--- config.mk ---
export PLATFORM = sky130hd
export DESIGN_NAME = param_counter
export DESIGN_NICKNAME = d
export VERILOG_FILES = /design/src/rtl/param_counter.sv
export SDC_FILE = /design/constraint.sdc
export NUM_CORES = 1
export LEC_CHECK = 0
export CORE_UTILIZATION = 25
export CTS_BUF_LIST = sky130_fd_sc_hd__clkbuf_4
export DETAILED_ROUTE_END_ITERATION = 6
export DONT_BUFFER_PORTS = 1
export PLACE_DENSITY = 0.47
export SLEW_MARGIN = 20
export SYNTH_ARGS = -nofsm -noshare
export SYNTH_HDL_FRONTEND = slang
export SYNTH_SLANG_ARGS = --single-unit
--- constraint.sdc ---
create_clock -name CLK -period 1.8 [get_ports CLK]
set_input_delay 0.36 -clock CLK [delete_from_list [all_inputs] [get_ports CLK]]
set_output_delay 0.36 -clock CLK [all_outputs]
set_load 0.05 [all_outputs]
--- src/rtl/param_counter.sv ---
// -----------------------------------------------------------------------------
// param_counter
//   Loadable up/down modulo-MODULUS counter in the style of a cascadable
//   synchronous counter. It has a parallel enable (ENP), a trickle enable (ENT),
//   a combinational ripple-carry out (RCO) and a registered WRAP pulse.
//
// Parameters
//   WIDTH    counter width in bits, legal range 2..16
//   MODULUS  count modulus, legal range 2..2**WIDTH
//
// Ports
//   CLK   in   rising-edge clock
//   CLR   in   asynchronous active-high clear (Q = 0, WRAP = 0)
//   LD    in   synchronous load of PRE (clamped to MODULUS-1)
//   ENP   in   parallel count enable
//   ENT   in   trickle count enable, also gates RCO
//   UD    in   direction: 1 = up, 0 = down
//   PRE   in   preset value [WIDTH-1:0]
//   Q     out  registered count [WIDTH-1:0], always within 0..MODULUS-1
//   RCO   out  ENT & terminal-count, combinational (for cascading)
//   WRAP  out  one-cycle registered pulse after a counting wrap
//
// Edge priority: CLR, then LD, then count (ENP & ENT), otherwise hold.
// -----------------------------------------------------------------------------
module param_counter #(
   parameter int WIDTH   = 4,
   parameter int MODULUS = 16
) (
   input  logic             CLK,
   input  logic             CLR,
   input  logic             LD,
   input  logic             ENP,
   input  logic             ENT,
   input  logic             UD,
   input  logic [WIDTH-1:0] PRE,
   output logic [WIDTH-1:0] Q,
   output logic             RCO,
   output logic             WRAP
);

   // Largest legal count. With MODULUS = 2**WIDTH this is all-ones, so the
   // explicit boundary handling below degenerates to plain binary wrap.
   localparam logic [WIDTH-1:0] MAX_Q = WIDTH'(MODULUS - 1);

   logic             at_top;
   logic             at_bot;
   logic             tc;
   logic             count_en;
   logic [WIDTH-1:0] pre_clamp;
   logic [WIDTH-1:0] q_nxt;
   logic             wrap_nxt;

   always_comb begin
      at_top    = (Q == MAX_Q);
      at_bot    = (Q == '0);
      // Terminal count depends on the direction currently requested, so RCO
      // follows UD with no clock edge.
      tc        = UD ? at_top : at_bot;
      count_en  = ENP & ENT;
      pre_clamp = (PRE > MAX_Q) ? MAX_Q : PRE;

      q_nxt     = Q;
      wrap_nxt  = 1'b0;

      if (LD) begin
         q_nxt = pre_clamp;
      end else if (count_en) begin
         // A counting edge taken at terminal count is exactly a wrap.
         wrap_nxt = tc;
         if (UD) begin
            q_nxt = at_top ? '0 : Q + WIDTH'(1);
         end else begin
            q_nxt = at_bot ? MAX_Q : Q - WIDTH'(1);
         end
      end
   end

   assign RCO = ENT & tc;

   always_ff @(posedge CLK or posedge CLR) begin
      if (CLR) begin
         Q    <= '0;
         WRAP <= 1'b0;
      end else begin
         Q    <= q_nxt;
         WRAP <= wrap_nxt;
      end
   end

endmodule

Yosys cells after proc, flatten, opt, wreduce, memory -nomap -nowiden --
Cells that the tools add are included.
Storage, ports and cells: bits in registers 5, output and inout port bits 6
Operators by class: add/subtract/negate cells 2, order comparisons 1, equal/unequal tests 1, muxes and demuxes 9, bitwise gates (word level) 2, reductions and logical operators 2
Operator list (count):
- $mux 4 | 6
- $add 4x1->4 const B | 1
- $eq 4x4->1 const B | 1
- $gt 4x4->1 const B | 1
- $logic_not 4->1 | 1
- $sub 4x1->4 const B | 1
- $mux 1 | 3
- $and 1x1->1 | 2
- $reduce_bool 2->1 | 1

Longest topological paths before layout --
Gate-level depths: netlist of run 1.
depth in word-level cells 5, depth in mapped cells 6

Least setup slack after synthesis of run 1 --
OpenSTA, ideal clock, no wires.
kind reg2reg, from reg Q[0], to reg WRAP, data arrival time 1801 ps, setup slack -121 ps, stages on the path, launching flop included 7, buffers on the path 0, clock period less this slack 1921 ps, cell sequence dfrtp_1 inv_1 ha_1 nand2b_1 nor3_1 o21a_1 and3b_1
On the way: longest elaborated chain between the ends 4
Ends and longest elaborated chain:
- start, declared | line 36 | output logic [WIDTH-1:0] Q,
- start signal, assigned | line 85 | Q <= q_nxt;
- $eq 4x4->1 or $logic_not 4->1 (tied branches) | line 54, 55
- $mux 1 (*) | line 58 | tc = UD ? at_top : at_bot;
- $mux 1 (*) | line 67 | end else if (count_en) begin
- $mux 1 (*) | line 65 | if (LD) begin
- net wrap_nxt | line 51 | logic wrap_nxt;
- end signal, assigned | line 86 | WRAP <= wrap_nxt;
- end, declared | line 38 | output logic WRAP
Mark *: on every way through the listed nets, which the timed path passes. The rest lies on a longest branch. A chain may end at the register's enable or synchronous reset.

Final worst setup path of run 1 --
from reg Q[1], to out RCO
On the way: longest elaborated chain between the ends 3
Ends and longest elaborated chain:
- $eq 4x4->1 or $logic_not 4->1 (tied branches) | line 54, 55
- $mux 1 (*) | line 58
- $and 1x1->1 (*) | line 78 | assign RCO = ENT & tc;
- end, declared | line 37 | output logic RCO,
Every way passes the cells marked *; elsewhere a longest branch is shown, timed or not.

==> reports/results.env, run 1 <==
MULTI_INPUT_COMB_AREA_UM2=262
FIRSTDRTPASSITERS=3
STARTPOINT_TYPE='flop'
GPL.FINAL_WEIGHTED_CONGESTION=0.682
POWER.SHARE.CLOCK_PCT=30.1
REPORT.FINAL.SLEW_VIOL_COUNT=0
SETUP_VIOLATIONS=0
RUN_STATUS='finished clean'
CAP_VIOLATIONS=0
CTS_ROOT_BUFFER='sky130_fd_sc_hd__clkbuf_4'
NUMBER_OF_ANTENNA_DIODES=0
POWER.SWITCHING_FRACTION_PCT=34.0
DP_HPWL_UM=590
CORE.ROWCOUNT=13
GRT_SETUP_UNREPAIRED='no'
POST_SYNTH_MAIN_AREA_CONTRIBUTORS='sky130_fd_sc_hd__dfrtp_1 35%, sky130_fd_sc_hd__nand2_1 7.3%, sky130_fd_sc_hd__a21oi_1 7.0%'
GRT_PASS1_VIAS=345
FP.COREAREA_UM2=1320
DIE_AREA_UM2=1590
SYNTHESIS_WARNING_TOTAL=0
STDCELL_COUNT=74
WORSTPATHREQUIRED_NS=1.44
CRIT_BUF_INV=2
SYNTH.CELL_AREA_UM2=358
GRT_MAX_DEGREE=10
DIEHEIGHT_UM=39.8
CRIT_CHAIN='buf_6, ha_4, nand2_2, nor2_1, o21a_1, buf_12'
MIN_PATH_TYPE='primary input to flop'
PATH_MAX_FANOUT=3
POWER_TOTAL_W=0.000470
SYNTH_ENABLE_FLOP_CELLS=0
LAYOUT-DRIVE-GT1-SHARE_PCT=52.5
ROUTE.DETAILED.WL_PER_INST_UM=11.8
CLOCK_SKEWS_NS=0.0000775
FINAL_ANTENNA_NET_COUNT=0
PORT_BUF_INSERTS=0
CRITICAL_PATH.ENDPOINT_TYPE='primary output'
FIRST_ITER_VIOLATIONS=4
SYNTH_TOP_FAMILY_BY_AREA='compound AO/OA/AOI/OAI gates'
DR_TOTAL_VIAS=343
CTS-HTREE-LEVELS=1
PART_OF_THE_YOSYS_AREA_USED_FOR_SEQUENTIAL_ELEMENTS_PCT=35.0
SYNTH_CELL_TYPES=20
POSTSYNTH.ASYNCRESETSHARE_PCT=100
SYNTH_TOP_CELLS_BY_COUNT='7 x sky130_fd_sc_hd__nand2_1, 5 x sky130_fd_sc_hd__a21oi_1, 5 x sky130_fd_sc_hd__dfrtp_1, 3 x sky130_fd_sc_hd__inv_1, 3 x sky130_fd_sc_hd__o21ai_0'
NUMBER_OF_ANTENNA_VIOLATIONS_AT_THE_FIRST_CHECK_IN_GLOBAL_ROUTING=0
FINAL_STAGE_NET_COUNT=72
POWER-PER-CELL-AREA_nW_PER_UM2=815
CTS-ROOT-TO-SINK-BUFFERS=2
SYN-INSTANCE-COUNT=42
IO_PINS=16
FILLERS=131
SYNTHMOSTINSTANTIATEDCELL='sky130_fd_sc_hd__nand2_1'
GRT_PASS1_WL_UM=1350
SYNTH_COMPOUND_GATE_AREA_SHARE_PCT=28.3
YOSYS.AREA_SHARE.XOR_XNOR_PCT=7.34
P_COMB_SHARE_PCT=40.5
WORST_STAGE_DELAY_ON_THE_CRITICAL_PATH_NS=0.41
YOSYS.AREA_SHARE.ADDER_PCT=6.99
VIA_PER_INST=4.64
FINALHOLDWORSTSLACK_NS=0.199
GRT_OVERFLOW=0
FINALHOLDVIOLATIONS=0
FINAL-SEQ-AREA_UM2=128
SYNTH-SEQ-CELLS=5
GR-USAGE-ALL-LAYERS_PCT=13.3
TRITONCTS_CLOCK_TREE='yes'
VDD.IR_DROP.WORST_mV=0.320
FINALWORSTPATHREQUIREDPERIOD_NS=1.74
INTERNAL_POWER_W=0.000310
CTS_INSERTED_BUFFERS=3
WORSTPATHARRIVAL_NS=1.38
CRITICAL-PATH-TOP-DELAY-FAMILY='flip-flops'
POST_SYNTH_SIMPLE_GATE_AREA_PCT=18.2
PLACE.DETAILED.INSTANCES=61
DETAIL_ROUTE.DRC_VIOLATIONS=0
POWER.SWITCHING_W=0.000160
FP.DIEW_UM=39.8
AREA_GROWTH_PCT=61.2
ROUTED_WIRELENGTH_UM=872
SYNTH.AREA.MUX_SHARE_PCT=0
CLK_LATENCY_NS=0.23
INITIAL_CORE_UTIL_PCT=27.2
TRITONCTS_NUM_SINKS=5
SHARE_SEQ_OF_TOTAL_POWER_PCT=29.4
SYNTH_LARGEST_AREA_CELL='sky130_fd_sc_hd__dfrtp_1'
WORST_SETUP_HOLD_PATH_CLK_SLEW_NS=0.04
SYNTH_FLOP_CELL='sky130_fd_sc_hd__dfrtp_1'
WORSTSETUPPATHTYPE='flop to primary output'
STATIC_LEAKAGE_nW=0.255
SYNTH_AREA_PER_INST_UM2=8.52
ACCUMULATED_NEGATIVE_SETUP_SLACK_NS=0
SYNTH_TOP_AREA_SHARE_PCT=35.0
CRITPATHSLOWESTCELL='sky130_fd_sc_hd__dfrtp_2'
FINALCRITPERIODSHARE_PCT=96.7
POSTSYNTHNETCOUNT=54
TIMING_WORST_SLEW_PIN_VALUE_NS=0.439
WORST_SLEW_MARGIN_REL_PCT=70.8
ACHIEVABLE-FREQUENCY_MHz=575
==> state kept, by name, summed over array words and instances, names as in the netlist <==
register / flops
Q: 4
WRAP: 1
==> final timing paths <==
kind	start	endpoint	slack (ns)	depth (start not counted)
setup reg to reg	Q[0]	Q[2]	0.15	10
max in group asynchronous	CLR	Q[0]	1.15	2
setup / recovery	Q[1]	RCO	0.06	6
hold / removal	LD	Q[2]	0.20	1
min in group asynchronous	CLR	WRAP	0.47	2
hold reg to reg	Q[3]	Q[3]	0.65	2
==> stage by stage <==
stage                     utilization [%]  instance area (µm²)  worst slack [ns]
after detailed placement             32.3                  425             0.252
after global placement               32.3                  425             0.255
after floorplan                         -                  360            0.0138
after CTS                            41.6                  548           0.00524
final                                43.8                  577            0.0599
after global routing                 43.8                  577           0.00795
==> layer usage <==
layer / routed length (µm) / GRT usage (%)
met5: 0 / 0
met3: 40 / 2.27
met4: 0 / 7.76
met2: 448 / 21.3
met1: 383 / 16.5
==> repair_timing <==
action                     CTS  global route
hold buffers                 1             0
setup endpoints to repair    1             2
resized for setup            5             8
hold endpoints to repair     5             0
pin swaps                    4             7
buffers inserted             9             0
cloned                       0             0
==> worst reg2reg max path, stage by stage (launching register included) <==
cell,delay (ns)
sky130_fd_sc_hd__dfrtp_2,0.41
sky130_fd_sc_hd__inv_2,0.08
sky130_fd_sc_hd__ha_4,0.15
sky130_fd_sc_hd__nand2b_4,0.06
sky130_fd_sc_hd__buf_4,0.12
sky130_fd_sc_hd__buf_4,0.12
sky130_fd_sc_hd__buf_4,0.12
sky130_fd_sc_hd__buf_4,0.12
sky130_fd_sc_hd__a21oi_2,0.12
sky130_fd_sc_hd__xnor2_1,0.14
sky130_fd_sc_hd__o21ai_1,0.09
==> cells by family after synthesis <==
group | count (synthesis)
fa+ha+maj | 2
compound gates | 14
simple gates | 14
flops | 5
buf+inv | 4
xor+xnor | 3
==> cell usage in the layout, fill, tap and decap left out <==
cell,synthesis,routed
sky130_fd_sc_hd__nor2_1,2,2
sky130_fd_sc_hd__dfrtp_2,0,2
sky130_fd_sc_hd__o21ai_1,0,1
sky130_fd_sc_hd__inv_2,0,2
sky130_fd_sc_hd__o31ai_2,1,1
sky130_fd_sc_hd__nand2_1,7,6
sky130_fd_sc_hd__a211oi_2,1,1
sky130_fd_sc_hd__o21a_1,1,1
sky130_fd_sc_hd__dlygate4sd3_1,0,1
sky130_fd_sc_hd__nand2_2,0,1
sky130_fd_sc_hd__buf_6,0,2
sky130_fd_sc_hd__o221a_2,1,1
sky130_fd_sc_hd__and3b_1,1,1
sky130_fd_sc_hd__ha_4,0,2
sky130_fd_sc_hd__and3_1,1,1
sky130_fd_sc_hd__inv_1,3,1
sky130_fd_sc_hd__o21bai_1,1,1
sky130_fd_sc_hd__a21oi_2,0,1
sky130_fd_sc_hd__buf_12,0,1
sky130_fd_sc_hd__nor3_1,2,1
sky130_fd_sc_hd__xnor2_1,2,2
sky130_fd_sc_hd__clkbuf_4,0,4
sky130_fd_sc_hd__dfrtp_1,5,3
sky130_fd_sc_hd__buf_4,0,10
sky130_fd_sc_hd__nand2b_4,0,1
sky130_fd_sc_hd__a21oi_1,5,4
sky130_fd_sc_hd__o21ba_2,1,1
sky130_fd_sc_hd__nor3_2,0,1
sky130_fd_sc_hd__o21ai_0,3,2
sky130_fd_sc_hd__xor2_1,1,1
==> power groups by stage <==
stage	clock, W	combinational (W)	sequential (W)
3_5_place_dp	0	0.000137	0.000139
6_report	0.000141	0.000191	0.000138
2_1_floorplan	0	0.0000641	0.000180
5_1_grt	0.000153	0.000207	0.000140
3_3_place_gp	0	0.000136	0.000139
4_1_cts	0.000149	0.000176	0.000136
==> final cells by class <==
type | instances | share of cell area (%)
multi-input combinational | 33 | 45.3
tap | 15 | 3.25
sequential | 5 | 22.1
inverter | 3 | 1.95
clock buffer | 4 | 5.21
timing repair buffer | 14 | 22.1
Note: power is estimated with default switching activity, not from simulation.
==> inputs of run 2 (changes only) <==
- RECOVER_POWER: default -> 100
- REMOVE_ABC_BUFFERS: default -> 1
==> run 2 against run 1 <==
- combinational power down 4%
- clock skew up 0.0057 ns
- die area unchanged
- non-clock buffer count down 2
- first-iteration DRC count down 75%
- global-route usage down 0.20 points
- via count up 4.1%
- final area down 4.8%
- critical endpoint unchanged
- largest power group unchanged
==> reports/results.env, run 2 (synthesis results as in run 1) <==
TIMING.HOLD.WORST_PATH_DEPTH=1  # unchanged
PRECTSSETUPSLACK_NS=0.181  # -0.0706 ns
WORSTPATHARRIVAL_NS=1.43  # +0.05 ns
AREA_GROWTH_PCT=53.5
FINALHOLDVIOLATIONS=0  # unchanged
IO_PINS=16  # unchanged
PLACEDINSTANCEAREA_UM2=423  # -0.59%
GRT_PASS1_VIAS=333  # -3.5%
TIMING_WORST_SLEW_PIN_VALUE_NS=0.436  # -0.00334 ns
GR-USAGE-ALL-LAYERS_PCT=13.1  # -0.20 points
VIA_PER_INST=4.96  # +7.0%
GRT_MAX_DEGREE=10  # unchanged
SETUP_VIOLATIONS=0  # unchanged
NUMBER_OF_ANTENNA_DIODES=0  # unchanged
GRT_SETUP_UNREPAIRED='yes'
CLOCK_SKEWS_NS=0.00579  # +0.00571 ns
DIE_AREA_UM2=1590  # unchanged
WORSTPATHREQUIRED_NS=1.44  # about the same
RUN_STATUS='finished clean'
LARGEST_REGISTER_FF_COUNT=4  # unchanged
MIN-DELAY-START='LD'
MOSTFREQUENTLAYOUTCELLS='10 x sky130_fd_sc_hd__buf_4, 6 x sky130_fd_sc_hd__nand2_1, 5 x sky130_fd_sc_hd__a21oi_1, 4 x sky130_fd_sc_hd__dfrtp_1, 4 x sky130_fd_sc_hd__clkbuf_4'
DETAIL_ROUTE.DRC_VIOLATIONS=0  # unchanged
WORST_SLEW_MARGIN_REL_PCT=71.0  # +0.22 points
FINALCRITPERIODSHARE_PCT=99.7  # +3.0 points
FINAL_STAGE_NET_COUNT=70  # -2.8%
WORST_R2R_ENDPOINT='Q[3]'
HOLD_PATH_END='Q[3]'
REGISTERS.TOP_BY_FF_COUNT='Q'
ROUTE.DETAILED.WL_PER_INST_UM=12.7  # +7.8%
CRIT_BUF_INV=2  # unchanged
STATIC_LEAKAGE_nW=0.245  # -3.9%
CRITICAL-PATH-TOP-DELAY-FAMILY='flip-flops'
CTS-HTREE-LEVELS=1  # unchanged
CORE.ROWCOUNT=13  # unchanged
FINAL_ANTENNA_NET_COUNT=0  # unchanged
FP.DIEW_UM=39.8  # unchanged
TIMING.REG2REG.SETUP_SLACK_NS=0.27  # +0.12 ns
FINAL_UTIL_PCT=41.7  # -2.1 points
STARTPOINT_TYPE='flop'
VDD.IR_DROP.WORST_mV=0.472  # +48%
WORST_SETUP_HOLD_PATH_CLK_SLEW_NS=0.05  # about the same
MOST_FREQUENT_STANDARD_CELL_IN_THE_LAYOUT_EXCLUDING_FILL_AND_TAP_CELLS='sky130_fd_sc_hd__buf_4'
CRIT_CHAIN='buf_4, ha_4, nand2_2, nor2_1, o21a_1, buf_12'
POST-ROUTE-WORST-SETUP-SLACK_NS=0.00560  # -0.0543 ns
POWER_TOTAL_W=0.000469  # -0.26%
GRT_PASS1_WL_UM=1280  # -4.6%
CTS-ROOT-TO-SINK-BUFFERS=2  # unchanged
TRITONCTS_NUM_SINKS=5  # unchanged
ROUTED_WIRELENGTH_UM=915  # +4.9%
FINAL_AREA_UM2=549  # -4.8%
FINALHOLDWORSTSLACK_NS=0.212  # +0.0131 ns
DR_TOTAL_VIAS=357  # +4.1%
FINALWORSTPATHREQUIREDPERIOD_NS=1.79  # +0.0543 ns
PORT_BUF_INSERTS=0  # unchanged
FIRST_ITER_VIOLATIONS=1  # -3
CLK_LATENCY_NS=0.24  # about the same
CAP_VIOLATIONS=0  # unchanged
WORSTSETUPPATHTYPE='flop to primary output'
ACHIEVABLE-FREQUENCY_MHz=557  # -3.0%
BIGGEST_REGISTERS_AFTER_LAYOUT='Q (4), WRAP (1)'
CRITPATHSLOWESTCELL='sky130_fd_sc_hd__dfrtp_2'
FP.COREAREA_UM2=1320  # unchanged
CTS_INSERTED_BUFFERS=3  # unchanged
LAYOUT-DRIVE-GT1-SHARE_PCT=47.4  # -5.2 points
PATH_MAX_FANOUT=2  # -1
GRT_OVERFLOW=0  # unchanged
MIN_PATH_TYPE='primary input to flop'
FIRSTDRTPASSITERS=4  # +1
REPORT.FINAL.SLEW_VIOL_COUNT=0  # unchanged
R2R-START='Q[1]'
POWER-PER-CELL-AREA_nW_PER_UM2=854  # +4.7%
GPL.FINAL_WEIGHTED_CONGESTION=0.711  # +4.3%
CRITICAL_PATH.ENDPOINT_TYPE='primary output'
CTS_ROOT_BUFFER='sky130_fd_sc_hd__clkbuf_4'
INITIAL_CORE_UTIL_PCT=27.2  # unchanged
DIEHEIGHT_UM=39.8  # unchanged
WORST_R2R_PATH_DEPTH=6  # -4
NUMBER_OF_ANTENNA_VIOLATIONS_AT_THE_FIRST_CHECK_IN_GLOBAL_ROUTING=0  # unchanged
TRITONCTS_CLOCK_TREE='yes'
FILLERS=130  # -0.76%
WORST_STAGE_DELAY_ON_THE_CRITICAL_PATH_NS=0.40  # about the same
run 2: cell count changes in the layout (fill, tap and decap cells not counted), sizes merged:
cell  previous run  this run
buf             13        11
run 2: worst max path at each step:
| stage | cells after the start | endpoint | slack [ns] | startpoint |
|---|---|---|---|---|
| 2_1_floorplan | 6 | WRAP | -0.12 | Q[0] |
| 3_5_place_dp | 6 | RCO | 0.18 | Q[0] |
| 3_3_place_gp | 6 | RCO | 0.20 | Q[0] |
| 5_1_grt | 6 | RCO | -0.08 | Q[0] |
| 6_report | 6 | RCO | 0.006 | Q[0] |
| 4_1_cts | 6 | RCO | 0.01 | Q[0] |
run 2: final cells by class:
type | instances | area (µm²) | share of cell area (%)
multi-input cells | 33 | 258 | 46.9
well taps | 15 | 18.8 | 3.42
clock buffers | 4 | 30.0 | 5.47
inverters | 3 | 11.3 | 2.05
flip-flops and latches | 5 | 126 | 23.0
repair buffers | 12 | 105 | 19.1
run 2: power by group:
part | internal (W) | leakage (nW) | switching (W)
Sequential | 0.000124 | 0.0612 | 0.0000153
Combinational | 0.0000824 | 0.165 | 0.000100
Clock | 0.0000990 | 0.0184 | 0.0000480
run 2: timing repair:
action,in CTS,in global routing
hold endpoints to repair,5,0
setup buffers,3,3
hold buffers,1,0
gates resized for setup,3,7
endpoints found under the setup margin,1,1
pin swaps,2,3
run 2: per-layer routing:
metal	track usage [%]	wire (µm)	share of wire [%]
met2	17.2	417	46
met1	16.2	418	46
met3	10.8	78	8.5
met5	0	0	0
met4	2.59	0	0
run 2: stage by stage:
step	TNS (ns)	std cells
5_1_grt	-0.0813	72
6_report	0	72
3_5_place_dp	0	61
3_3_place_gp	0	61
2_1_floorplan	-0.224	41
4_1_cts	0	69
==> inputs of run 3 (changes only) <==
- CORE_AREA: default -> 2 2 39 41
- CORE_UTILIZATION: 25 -> default
- DIE_AREA: default -> 0 0 41 43
- PLACE_DENSITY: 0.47 -> 0.49
==> run 3 against run 2 <==
- hold slack got worse by 0.011 ns
- sequential share of layout area fell by 0.48 points
- final area rose by 1.1%
- clock power rose by 3%
- non-clock buffer count did not move
- core utilization fell by 1.5 points
- critical path type unchanged
- critical endpoint unchanged
- largest cell class unchanged
- highest routed layer unchanged
==> reports/results.env, run 3 (synthesis results as in run 1) <==
DIE_AREA_UM2=1760  # +11%
AREA_GROWTH_PCT=55.2
MOSTFREQUENTLAYOUTCELLS='9 x sky130_fd_sc_hd__buf_4, 6 x sky130_fd_sc_hd__nand2_1, 5 x sky130_fd_sc_hd__dfrtp_1, 5 x sky130_fd_sc_hd__a21oi_1, 4 x sky130_fd_sc_hd__clkbuf_4'
CRIT_BUF_INV=2  # unchanged
MIN_PATH_TYPE='primary input to flop'
NUMBER_OF_ANTENNA_DIODES=0  # unchanged
FINALCRITPERIODSHARE_PCT=97.6  # -2.1 points
REGISTERS.TOP_BY_FF_COUNT='Q'
SHARE_SEQ_OF_TOTAL_POWER_PCT=29.0  # -0.7 points
ACHIEVABLE-FREQUENCY_MHz=569  # +2.1%
CORE.ROWCOUNT=14  # +1
POWER-PER-CELL-AREA_nW_PER_UM2=853  # -0.14%
GRT_OVERFLOW=0  # unchanged
IO_PINS=16  # unchanged
VDD.IR_DROP.WORST_mV=0.280  # -41%
VIA_PER_INST=4.84  # -2.5%
CTS_INSERTED_BUFFERS=3  # unchanged
WORSTPATHARRIVAL_NS=1.40  # -0.03 ns
PORT_BUF_INSERTS=0  # unchanged
WORST_STAGE_DELAY_ON_THE_CRITICAL_PATH_NS=0.38  # -0.02 ns
FP.DIEW_UM=41  # +2.9%
CLOCK_SKEWS_NS=0.000165  # -0.00563 ns
TIMING_WORST_SLEW_PIN_VALUE_NS=0.437  # +0.00182 ns
FINALWORSTPATHREQUIREDPERIOD_NS=1.76  # -0.0371 ns
STARTPOINT_TYPE='flop'
DR_TOTAL_VIAS=353  # -1.1%
STATIC_LEAKAGE_nW=0.248  # +1.2%
DP_HPWL_UM=676
CTS_ROOT_BUFFER='sky130_fd_sc_hd__clkbuf_4'
P_COMB_SHARE_PCT=38.9  # about the same
CRITPATHSLOWESTCELL='sky130_fd_sc_hd__dfrtp_1'
GR-USAGE-ALL-LAYERS_PCT=11.9  # -1.3 points
RUN_STATUS='finished clean'
WORSTPATHREQUIRED_NS=1.44  # about the same
CTS-HTREE-LEVELS=1  # unchanged
PATH_MAX_FANOUT=2  # unchanged
NUMBER_OF_ANTENNA_VIOLATIONS_AT_THE_FIRST_CHECK_IN_GLOBAL_ROUTING=0  # unchanged
ROUTED_WIRELENGTH_UM=951  # +3.9%
LARGEST_REGISTER_FF_COUNT=4  # unchanged
FINAL_ANTENNA_NET_COUNT=0  # unchanged
ROUTE.DETAILED.WL_PER_INST_UM=13.0  # +2.5%
WORST_SLEW_MARGIN_REL_PCT=70.9  # -0.12 points
CRITICAL_PATH.ENDPOINT_TYPE='primary output'
TRITONCTS_CLOCK_TREE='yes'
POWER.SWITCHING_W=0.000169  # +3.0%
DETAIL_ROUTE.DRC_VIOLATIONS=0  # unchanged
FINAL_AREA_UM2=556  # +1.1%
PLACE.DETAILED.INSTANCES=62  # +1.6%
INITIAL_CORE_UTIL_PCT=25.9  # -1.3 points
LAYOUT-DRIVE-GT1-SHARE_PCT=47.4  # unchanged
BIGGEST_REGISTERS_AFTER_LAYOUT='Q (4), WRAP (1)'
CAP_VIOLATIONS=0  # unchanged
GPL.FINAL_WEIGHTED_CONGESTION=0.733  # +3.0%
SETUP_VIOLATIONS=0  # unchanged
FINALHOLDVIOLATIONS=0  # unchanged
FIRSTDRTPASSITERS=2  # -2
POST-ROUTE-WORST-SETUP-SLACK_NS=0.0427  # +0.0371 ns
POWER.SHARE.CLOCK_PCT=32.0  # +0.7 points
PRECTSSETUPSLACK_NS=0.225  # +0.0438 ns
INTERNAL_POWER_W=0.000305  # about the same
WORSTSETUPPATHTYPE='flop to primary output'
FIRST_ITER_VIOLATIONS=2  # +1
CRITICAL-PATH-TOP-DELAY-FAMILY='flip-flops'
GRT_PASS1_WL_UM=1330  # +3.7%
GRT_SETUP_UNREPAIRED='yes'
DIEHEIGHT_UM=43  # +7.9%
ACCUMULATED_NEGATIVE_SETUP_SLACK_NS=0  # unchanged
FINAL_STAGE_NET_COUNT=70  # unchanged
CLK_LATENCY_NS=0.25  # about the same
STDCELL_COUNT=73  # +1.4%
CTS-ROOT-TO-SINK-BUFFERS=2  # unchanged
CRIT_CHAIN='buf_4, ha_4, nand2_2, nor2_2, o21a_1, buf_12'
REPORT.FINAL.SLEW_VIOL_COUNT=0  # unchanged
MOST_FREQUENT_STANDARD_CELL_IN_THE_LAYOUT_EXCLUDING_FILL_AND_TAP_CELLS='sky130_fd_sc_hd__buf_4'
GRT_MAX_DEGREE=10  # unchanged
WORST_SETUP_HOLD_PATH_CLK_SLEW_NS=0.05  # about the same
POWER.SWITCHING_FRACTION_PCT=35.6  # +0.70 points
FINALHOLDWORSTSLACK_NS=0.202  # -0.0105 ns
FP.COREAREA_UM2=1380  # +5.0%
FILLERS=141  # +8.5%
PLACEDINSTANCEAREA_UM2=424  # +0.30%
TRITONCTS_NUM_SINKS=5  # unchanged
GRT_PASS1_VIAS=322  # -3.3%
run 3: changes by cell type in the layout (fill, tap and decap cells not counted):
cell,before,now
sky130_fd_sc_hd__buf_4,10,9
sky130_fd_sc_hd__dfrtp_2,1,0
sky130_fd_sc_hd__nor2_2,0,1
sky130_fd_sc_hd__buf_6,0,1
sky130_fd_sc_hd__nor2_1,2,1
sky130_fd_sc_hd__dfrtp_1,4,5
run 3: layout make-up:
type / instances / area (µm²) / share of cell area (%)
Inverter: 3 / 11.3 / 2.03
Timing Repair Buffer: 12 / 109 / 19.6
Tap cell: 16 / 20.0 / 3.60
Clock buffer: 4 / 30.0 / 5.41
Multi-Input combinational cell: 33 / 260 / 46.8
Sequential cell: 5 / 125 / 22.5
run 3: path summary, 6_finish.rpt:
check / startpoint / endpoint / slack (ns) / cells past startpoint
min in group asynchronous: CLR / Q[3] / 0.46 / 2
max: Q[0] / RCO / 0.04 / 6
min reg2reg: Q[0] / Q[0] / 0.67 / 3
min: LD / Q[3] / 0.20 / 1
max in group asynchronous: CLR / Q[0] / 1.15 / 2
max reg2reg: Q[1] / Q[3] / 0.26 / 8
run 3: metal layers:
metal / track usage, % / vias up / routed length (µm)
li1: - / 174 / -
met1: 13.2 / 162 / 369
met2: 18.4 / 17 / 481
met3: 6.28 / 0 / 100
met4: 4.00 / 0 / 0
met5: 0 / - / 0
run 3: stage by stage:
stage | total power, W | util (%)
3_5_place_dp | 0.000278 | 30.7
4_1_cts | 0.000459 | 36.8
3_3_place_gp | 0.000275 | 30.7
6_report | 0.000474 | 40.1
2_1_floorplan | 0.000240 | -
5_1_grt | 0.000504 | 40.1
run 3: repair_timing:
action,CTS,global route
endpoints found under the hold margin,5,0
hold buffers,1,0
buffers inserted,4,2
setup endpoints to repair,1,1
pin swaps,4,4
gates resized for setup,5,6
run 3: power by group through the flow:
stage	clock network (W)	registers, W	logic [W]
2_1_floorplan	0	0.000178	0.0000620
3_3_place_gp	0	0.000139	0.000135
3_5_place_dp	0	0.000139	0.000139
4_1_cts	0.000158	0.000136	0.000164
5_1_grt	0.000165	0.000139	0.000200
6_report	0.000152	0.000138	0.000184
